[config.mk]
export PLATFORM = sky130hd
export DESIGN_NAME = bpu_update_queue
export DESIGN_NICKNAME = d
export VERILOG_FILES = /design/src/rtl/bpu_update_queue.sv
export SDC_FILE = /design/constraint.sdc
export NUM_CORES = 2
export LEC_CHECK = 0
export ABC_CLOCK_PERIOD_IN_PS = 12000
export CORE_MARGIN = 5
export CORE_UTILIZATION = 56
export CTS_BUF_LIST = sky130_fd_sc_hd__clkbuf_4
export DETAILED_ROUTE_END_ITERATION = 10
export PLACE_DENSITY = 0.79
export RECOVER_POWER = 25
export SLEW_MARGIN = 20
export SYNTH_ARGS = -nofsm -noshare
export SYNTH_HDL_FRONTEND = slang
export SYNTH_SLANG_ARGS = --single-unit
[constraint.sdc]
create_clock -name clk -period 12 [get_ports clk]
set_input_delay 2.4 -clock clk [delete_from_list [all_inputs] [get_ports clk]]
set_output_delay 2.4 -clock clk [all_outputs]
set_load 0.01 [all_outputs]
[src/rtl/bpu_update_queue.sv]
// Branch-update queue between EX and the branch predictor update port.
// Accepts up to two resolved branch records per cycle into a circular FIFO,
// merges fetch-pack pairs at the head into one predictor update, and presents
// the result on a registered valid/ready interface.
//
// Ports:
//   clk, rstn          clock (rising edge), asynchronous active-low reset
//   flush              synchronous clear of the queue and the output stage
//   in_valid[1:0]      per-lane record valid, bit0 is the older lane
//   in_rec_0/1         lane records
//   in_ready           high while at least two slots are free
//   upd_valid/ready    update packet handshake
//   upd_rec            merged update record
//   upd_ret_pc         return address for a RAS push
//   count              current queue occupancy
//   overflow           sticky flag: a write was dropped
module bpu_update_queue #(
  parameter int unsigned DEPTH      = 8,
  parameter int unsigned PC_WIDTH   = 30,
  parameter int unsigned BH_WIDTH   = 14,
  parameter int unsigned META_WIDTH = 20,
  localparam int unsigned REC_WIDTH = 3 * PC_WIDTH + BH_WIDTH + META_WIDTH + 12,
  localparam int unsigned CNT_WIDTH = $clog2(DEPTH) + 1
) (
  input  logic                 clk,
  input  logic                 rstn,
  input  logic                 flush,
  input  logic [1:0]           in_valid,
  input  logic [REC_WIDTH-1:0] in_rec_0,
  input  logic [REC_WIDTH-1:0] in_rec_1,
  output logic                 in_ready,
  output logic                 upd_valid,
  input  logic                 upd_ready,
  output logic [REC_WIDTH-1:0] upd_rec,
  output logic [PC_WIDTH-1:0]  upd_ret_pc,
  output logic [CNT_WIDTH-1:0] count,
  output logic                 overflow
);

  localparam int unsigned PTR_WIDTH = $clog2(DEPTH);

  // Record field offsets, LSB first.
  localparam int unsigned TAKEN_EX_OFF  = 6 + PC_WIDTH + BH_WIDTH;
  localparam int unsigned KIND_EX_OFF   = TAKEN_EX_OFF + 1;
  localparam int unsigned NPC_EX_OFF    = KIND_EX_OFF + 3;
  localparam int unsigned PC_EX_OFF     = NPC_EX_OFF + PC_WIDTH;
  localparam int unsigned PACK_SIZE_OFF = PC_EX_OFF + PC_WIDTH;
  localparam int unsigned FLUSH_PRE_OFF = PACK_SIZE_OFF + 1;

  localparam logic [2:0] KIND_NOT_JUMP = 3'd0;
  localparam logic [2:0] KIND_DIRECT   = 3'd1;
  localparam logic [2:0] KIND_RET      = 3'd4;
  localparam logic [2:0] KIND_INDIRECT = 3'd5;
  localparam logic [2:0] KIND_CALL     = 3'd6;

  // Combined branch kind of a pair; JUMP and unused codes fall to NOT_JUMP.
  function automatic logic [2:0] merge_kind(input logic [2:0] a, input logic [2:0] b);
    if (a == KIND_DIRECT || b == KIND_DIRECT)          merge_kind = KIND_DIRECT;
    else if (a == KIND_CALL || b == KIND_CALL)         merge_kind = KIND_CALL;
    else if (a == KIND_RET || b == KIND_RET)           merge_kind = KIND_RET;
    else if (a == KIND_INDIRECT || b == KIND_INDIRECT) merge_kind = KIND_INDIRECT;
    else                                               merge_kind = KIND_NOT_JUMP;
  endfunction

  logic [REC_WIDTH-1:0] mem [DEPTH];
  logic [PTR_WIDTH-1:0] wr_ptr;
  logic [PTR_WIDTH-1:0] rd_ptr;
  logic [PTR_WIDTH-1:0] wr_ptr_n1;
  logic [PTR_WIDTH-1:0] rd_ptr_n1;
  logic [CNT_WIDTH-1:0] free_slots;
  logic [CNT_WIDTH-1:0] n_wr;
  logic [CNT_WIDTH-1:0] n_pop;
  logic                 wr_go;
  logic                 wr_drop;

  logic [REC_WIDTH-1:0] h0;
  logic [2:0]           h0_kind;
  logic [PC_WIDTH-1:0]  h0_pc;
  logic                 h0_taken;
  logic [2:0]           h1_kind;
  logic [PC_WIDTH-1:0]  h1_pc;
  logic [PC_WIDTH-1:0]  h1_npc;
  logic                 h1_taken;
  logic                 is_single;
  logic                 pkt_avail;
  logic                 load_ok;
  logic                 pop_go;
  logic [REC_WIDTH-1:0] pkt_rec;
  logic [PC_WIDTH-1:0]  pkt_ret;

  assign wr_ptr_n1  = wr_ptr + PTR_WIDTH'(1);
  assign rd_ptr_n1  = rd_ptr + PTR_WIDTH'(1);

  // Space check uses registered occupancy only, never the output handshake.
  assign free_slots = CNT_WIDTH'(DEPTH) - count;
  assign in_ready   = (free_slots >= CNT_WIDTH'(2));

  assign wr_go   = in_ready && (|in_valid) && !flush;
  assign wr_drop = !in_ready && (|in_valid) && !flush;
  assign n_wr    = wr_go ? (CNT_WIDTH'(in_valid[0]) + CNT_WIDTH'(in_valid[1])) : '0;

  // Head entries; H1 fields are only meaningful when count >= 2.
  assign h0       = mem[rd_ptr];
  assign h0_kind  = h0[KIND_EX_OFF +: 3];
  assign h0_pc    = h0[PC_EX_OFF +: PC_WIDTH];
  assign h0_taken = h0[TAKEN_EX_OFF];
  assign h1_kind  = mem[rd_ptr_n1][KIND_EX_OFF +: 3];
  assign h1_pc    = mem[rd_ptr_n1][PC_EX_OFF +: PC_WIDTH];
  assign h1_npc   = mem[rd_ptr_n1][NPC_EX_OFF +: PC_WIDTH];
  assign h1_taken = mem[rd_ptr_n1][TAKEN_EX_OFF];

  assign is_single = !h0[PACK_SIZE_OFF] || h0[FLUSH_PRE_OFF];
  // A pair with only its first half queued waits for the second half.
  assign pkt_avail = is_single ? (count >= CNT_WIDTH'(1)) : (count >= CNT_WIDTH'(2));
  assign load_ok   = (!upd_valid || upd_ready) && !flush;
  assign pop_go    = load_ok && pkt_avail;
  assign n_pop     = pop_go ? (is_single ? CNT_WIDTH'(1) : CNT_WIDTH'(2)) : '0;

  // Build the head packet: single passes H0 through, pair merges EX fields.
  always_comb begin
    pkt_rec = h0;
    pkt_ret = h0_pc + PC_WIDTH'(1);
    if (!is_single) begin
      pkt_rec[TAKEN_EX_OFF]            = h0_taken | h1_taken;
      pkt_rec[KIND_EX_OFF +: 3]        = merge_kind(h0_kind, h1_kind);
      pkt_rec[NPC_EX_OFF +: PC_WIDTH]  = h0_taken ? h0[NPC_EX_OFF +: PC_WIDTH] : h1_npc;
      pkt_rec[PACK_SIZE_OFF]           = 1'b0;
      pkt_rec[FLUSH_PRE_OFF]           = 1'b0;
      if (h0_kind != KIND_CALL && h1_kind == KIND_CALL) begin
        pkt_ret = h1_pc + PC_WIDTH'(1);
      end
    end
  end

  // Queue storage; lane 1 takes the slot after lane 0 only when both write.
  always_ff @(posedge clk) begin
    if (wr_go) begin
      if (in_valid[0]) mem[wr_ptr] <= in_rec_0;
      if (in_valid[1]) mem[in_valid[0] ? wr_ptr_n1 : wr_ptr] <= in_rec_1;
    end
  end

  // Pointers and occupancy.
  always_ff @(posedge clk or negedge rstn) begin
    if (!rstn) begin
      wr_ptr <= '0;
      rd_ptr <= '0;
      count  <= '0;
    end else if (flush) begin
      wr_ptr <= '0;
      rd_ptr <= '0;
      count  <= '0;
    end else begin
      wr_ptr <= wr_ptr + PTR_WIDTH'(n_wr);
      rd_ptr <= rd_ptr + PTR_WIDTH'(n_pop);
      count  <= count + n_wr - n_pop;
    end
  end

  // Sticky drop flag; only reset clears it.
  always_ff @(posedge clk or negedge rstn) begin
    if (!rstn) begin
      overflow <= 1'b0;
    end else if (wr_drop) begin
      overflow <= 1'b1;
    end
  end

  // Output stage: reload when empty or being accepted, otherwise hold.
  always_ff @(posedge clk or negedge rstn) begin
    if (!rstn) begin
      upd_valid  <= 1'b0;
      upd_rec    <= '0;
      upd_ret_pc <= '0;
    end else if (flush) begin
      upd_valid <= 1'b0;
    end else if (load_ok) begin
      upd_valid <= pkt_avail;
      if (pkt_avail) begin
        upd_rec    <= pkt_rec;
        upd_ret_pc <= pkt_ret;
      end
    end
  end

endmodule

==> parameters.txt <==
Parameter                              Value

Drt
  Total number of vias    41700
  Mean routed wirelength per cell    28.0 µm
  Total wire length after detailed routing    184000 µm
  Detailed-router iteration count before antenna repair    5
  Count of nets left with antenna violations after detail routing    0
  Initial DRC count    3589
  Detailed-route vias per instance    6.34
  DR DRC count    0

Critical path
  Critical path arrival    9.42 ns
  CP max FO    83
  Worst Setup End Kind    register
  Kind of cell adding the most delay to the critical path    buffers and inverters
  Required @ worst endpoint    13.06 ns
  Setup CP Type    register to register
  Critical path's slowest cell    clkbuf_1
  Crit start category    register
  Worst-path cell chain    clkbuf_1 > buf_4 > nand2_1 > o221ai_1 > and4_1 > buf_4 > mux2_2 > nand2_4 > buf_4 > o21ai_0
  Library cell appearing most often on the critical path    buf_4
  Largest stage delay on the critical path    2.60 ns
  WP buf/inv    4

Final layout
  Utilization of the core after routing    0.652
  Layout net count    5032
  Post-Layout Cell Count    6578
  Share of layout cells above drive strength 1    0.435
  Area growth from synthesis to layout    15.6%

Synth
  Top post-synthesis cells by count    mux2_2 (1122), edfxtp_1 (1088), mux4_2 (374)
  Number of register bits inferred by synthesis    1266
  YS warnings    0
  Most frequently used cell type in the post-synthesis netlist    mux2_2
  Gate Count Post-Synth    4153
  Top area cells in the synthesized netlist    edfxtp_1 (49%), mux2_2 (19%), mux4_2 (13%), dfrtp_1 (6.7%), mux2i_1 (2.7%)
  Synthesized area per cell    16.0 µm²
  Number of enable-type register cells in the synthesized netlist    1088
  Number of distinct standard cells referenced by the synthesized netlist    78
  Yosys top cell by area    edfxtp_1
  Number of nets in the synthesized netlist    4451
  Synthesized cell area    0.0666 mm²
  Sequential element share of the synthesized area    0.557
  Proportion of synthesized flip-flops having asynchronous set or reset    0.141
  Share of the synthesized area in the top cell type    0.491
  Commonest register cell after synthesis    edfxtp_1

Power
  PwrDens    190 mW/mm²
  IR drop worst, VDD    129 µV
  Leakage power    25.4 nW

Job
  Max-capacitance violation count    11

Placement
  Port Buffer Count    450
  Cell count after placement    5913
  Final HPWL from detailed placement    105000 µm
  Setup slack after placement    4.42 ns
  Final estimated routing congestion in global placement    0.828

STA
  Relative slew slack    -2.24
  Setup Viol. Count Final    0
  Final setup slack of the worst path    3.64 ns
  Pins over their slew limit    408
  Sum of negative setup slack    0 ns
  Hold Slack    0.469 ns
  Worst clock skew    0.101 ns
  Actual slew at the worst max-slew pin    4.86 ns
  Achievable clock frequency    120 MHz
  Post-route fraction of the period consumed by the critical path    0.697
  Hold Vio Cnt, Final    0
  Setup repair after global routing missed its margin    false
  Fin crit period    8.36 ns

Global route
  Total global routing track utilization    0.292
  Global-route congestion overflow total    0
  Number of antenna violations at the first check in global routing    56
  First-pass GRT wire length    277000 µm
  Via count of the first global-routing pass    44300
  Pin count of the biggest net entering global routing    137

Clock network
  H-Tree Depth    5
  Number of clock sinks seen by CTS    1266
  Number of setup buffers added after CTS    0
  Gates resized, CTS repair    0
  Clock transition at the registers of the reported paths    0.06 ns
  Maximum buffer depth of the clock tree    4
  Num CTS Buffers    355
  Post-cts hold buffer count    0
  Clock tree from TritonCTS    done
  Clock root cell    clkbuf_4
  Later-pin clock latency in the skew report    1.31 ns

Floorplan
  Row count    126
  Effective utilization at floorplan    0.564
  Die boundary height    355 µm
  Top Ports    451
  Floorplan core area    0.118 mm²
  Die area    0.126 mm²
  Horizontal die dimension    355 µm

Hold path
  Hold Crit Class    register to register

Outcome
  Run status    finished with violations
  Failing checks    max-capacitance violations, max-slew violations
## state kept, by name, indices dropped and copies added (netlist names)
| register | cells |
|---|---|
| mem | 1088 |
| upd_rec | 136 |
| upd_ret_pc | 30 |
| count | 4 |
| rd_ptr | 3 |
| wr_ptr | 3 |
| overflow | 1 |
| upd_valid | 1 |
## metrics by stage
stage	area (µm²)	power (W)
floorplan	66600	0.00906
global placement	72600	0.0108
detailed placement	72600	0.0109
CTS	77000	0.0148
global route	76900	0.0154
finish	77000	0.0146
## cells in the final DEF (no fill, tap or decap), drive strengths merged, types with 9 or more instances in the layout
master	Yosys	layout
mux2	1122	1122
edfxtp	1088	1088
clkbuf	158	569
mux4	383	383
clkdlybuf4s50	0	278
nand2	230	230
mux2i	180	180
o21ai	179	179
dfrtp	178	178
dlygate4sd3	0	171
nor2	142	142
buf	137	63
clkinv	0	57
diode	0	41
inv	26	30
xnor2	28	28
nand4	26	26
nand3	17	17
and3	17	17
ha	16	16
xor2	15	15
nor4	15	15
nor3	13	13
nand2b	13	13
a21oi	13	13
a31oi	12	12
or3	11	11
o22ai	11	11
nor2b	10	10
a22oi	10	10
nand3b	9	9
## final cells by class
class / count / area [µm²]
Fill cell: 8349 / 41100
Sequential cell: 1266 / 37100
Multi-Input combinational cell: 2566 / 28100
Timing Repair Buffer: 519 / 5180
Clock buffer: 562 / 4220
Tap cell: 1536 / 1920
Clock inverter: 62 / 248
Antenna cell: 41 / 103
Inverter: 26 / 97.6
## cell families (layout without fill, tap and decap cells)
group / Yosys count / count (layout) / synth area share
AOI/OAI and AO/OA: 290 / 290 / 0.0264
xor gates and xnor gates: 43 / 43 / 0.00565
adders and majority gates: 20 / 20 / 0.00421
buffers and inverters: 321 / 1169 / 0.0226
DFF: 1266 / 1266 / 0.557
muxes: 1685 / 1685 / 0.347
other: 0 / 41 / 0
and+or+nand+nor: 528 / 528 / 0.0367
## power by group
| group | switching, W | leakage (nW) | internal (W) | total (W) |
|---|---|---|---|---|
| logic | 0.00268 | 10.7 | 0.00236 | 0.00504 |
| clock network | 0.00183 | 2.71 | 0.00211 | 0.00394 |
| registers | 0.000327 | 12.0 | 0.00533 | 0.00566 |
| total | 0.00483 | 25.4 | 0.00980 | 0.0146 |
## worst paths after layout
path                       slack (ns)                        to  cells past startpoint                 start
setup / recovery                 3.64   upd_rec[57]$_DFFE_PN0P_                     10   rd_ptr[1]$_DFF_PN0_
hold / removal                   0.47      overflow$_DFFE_PN0P_                      1  overflow$_DFFE_PN0P_
setup reg to reg                 3.64   upd_rec[57]$_DFFE_PN0P_                     10   rd_ptr[1]$_DFF_PN0_
hold reg to reg                  0.47      overflow$_DFFE_PN0P_                      1  overflow$_DFFE_PN0P_
max in group asynchronous        4.49   upd_rec[54]$_DFFE_PN0P_                      2                  rstn
min in group asynchronous        2.83  upd_rec[107]$_DFFE_PN0P_                      1                  rstn
## per-layer routing
metal / global-route usage / share of wire
met1: 0.368 / 0.38
met3: 0.0871 / 0.095
met2: 0.485 / 0.50
met5: 0 / 0.0012
met4: 0.103 / 0.024
(Power assumes the default switching activity.)
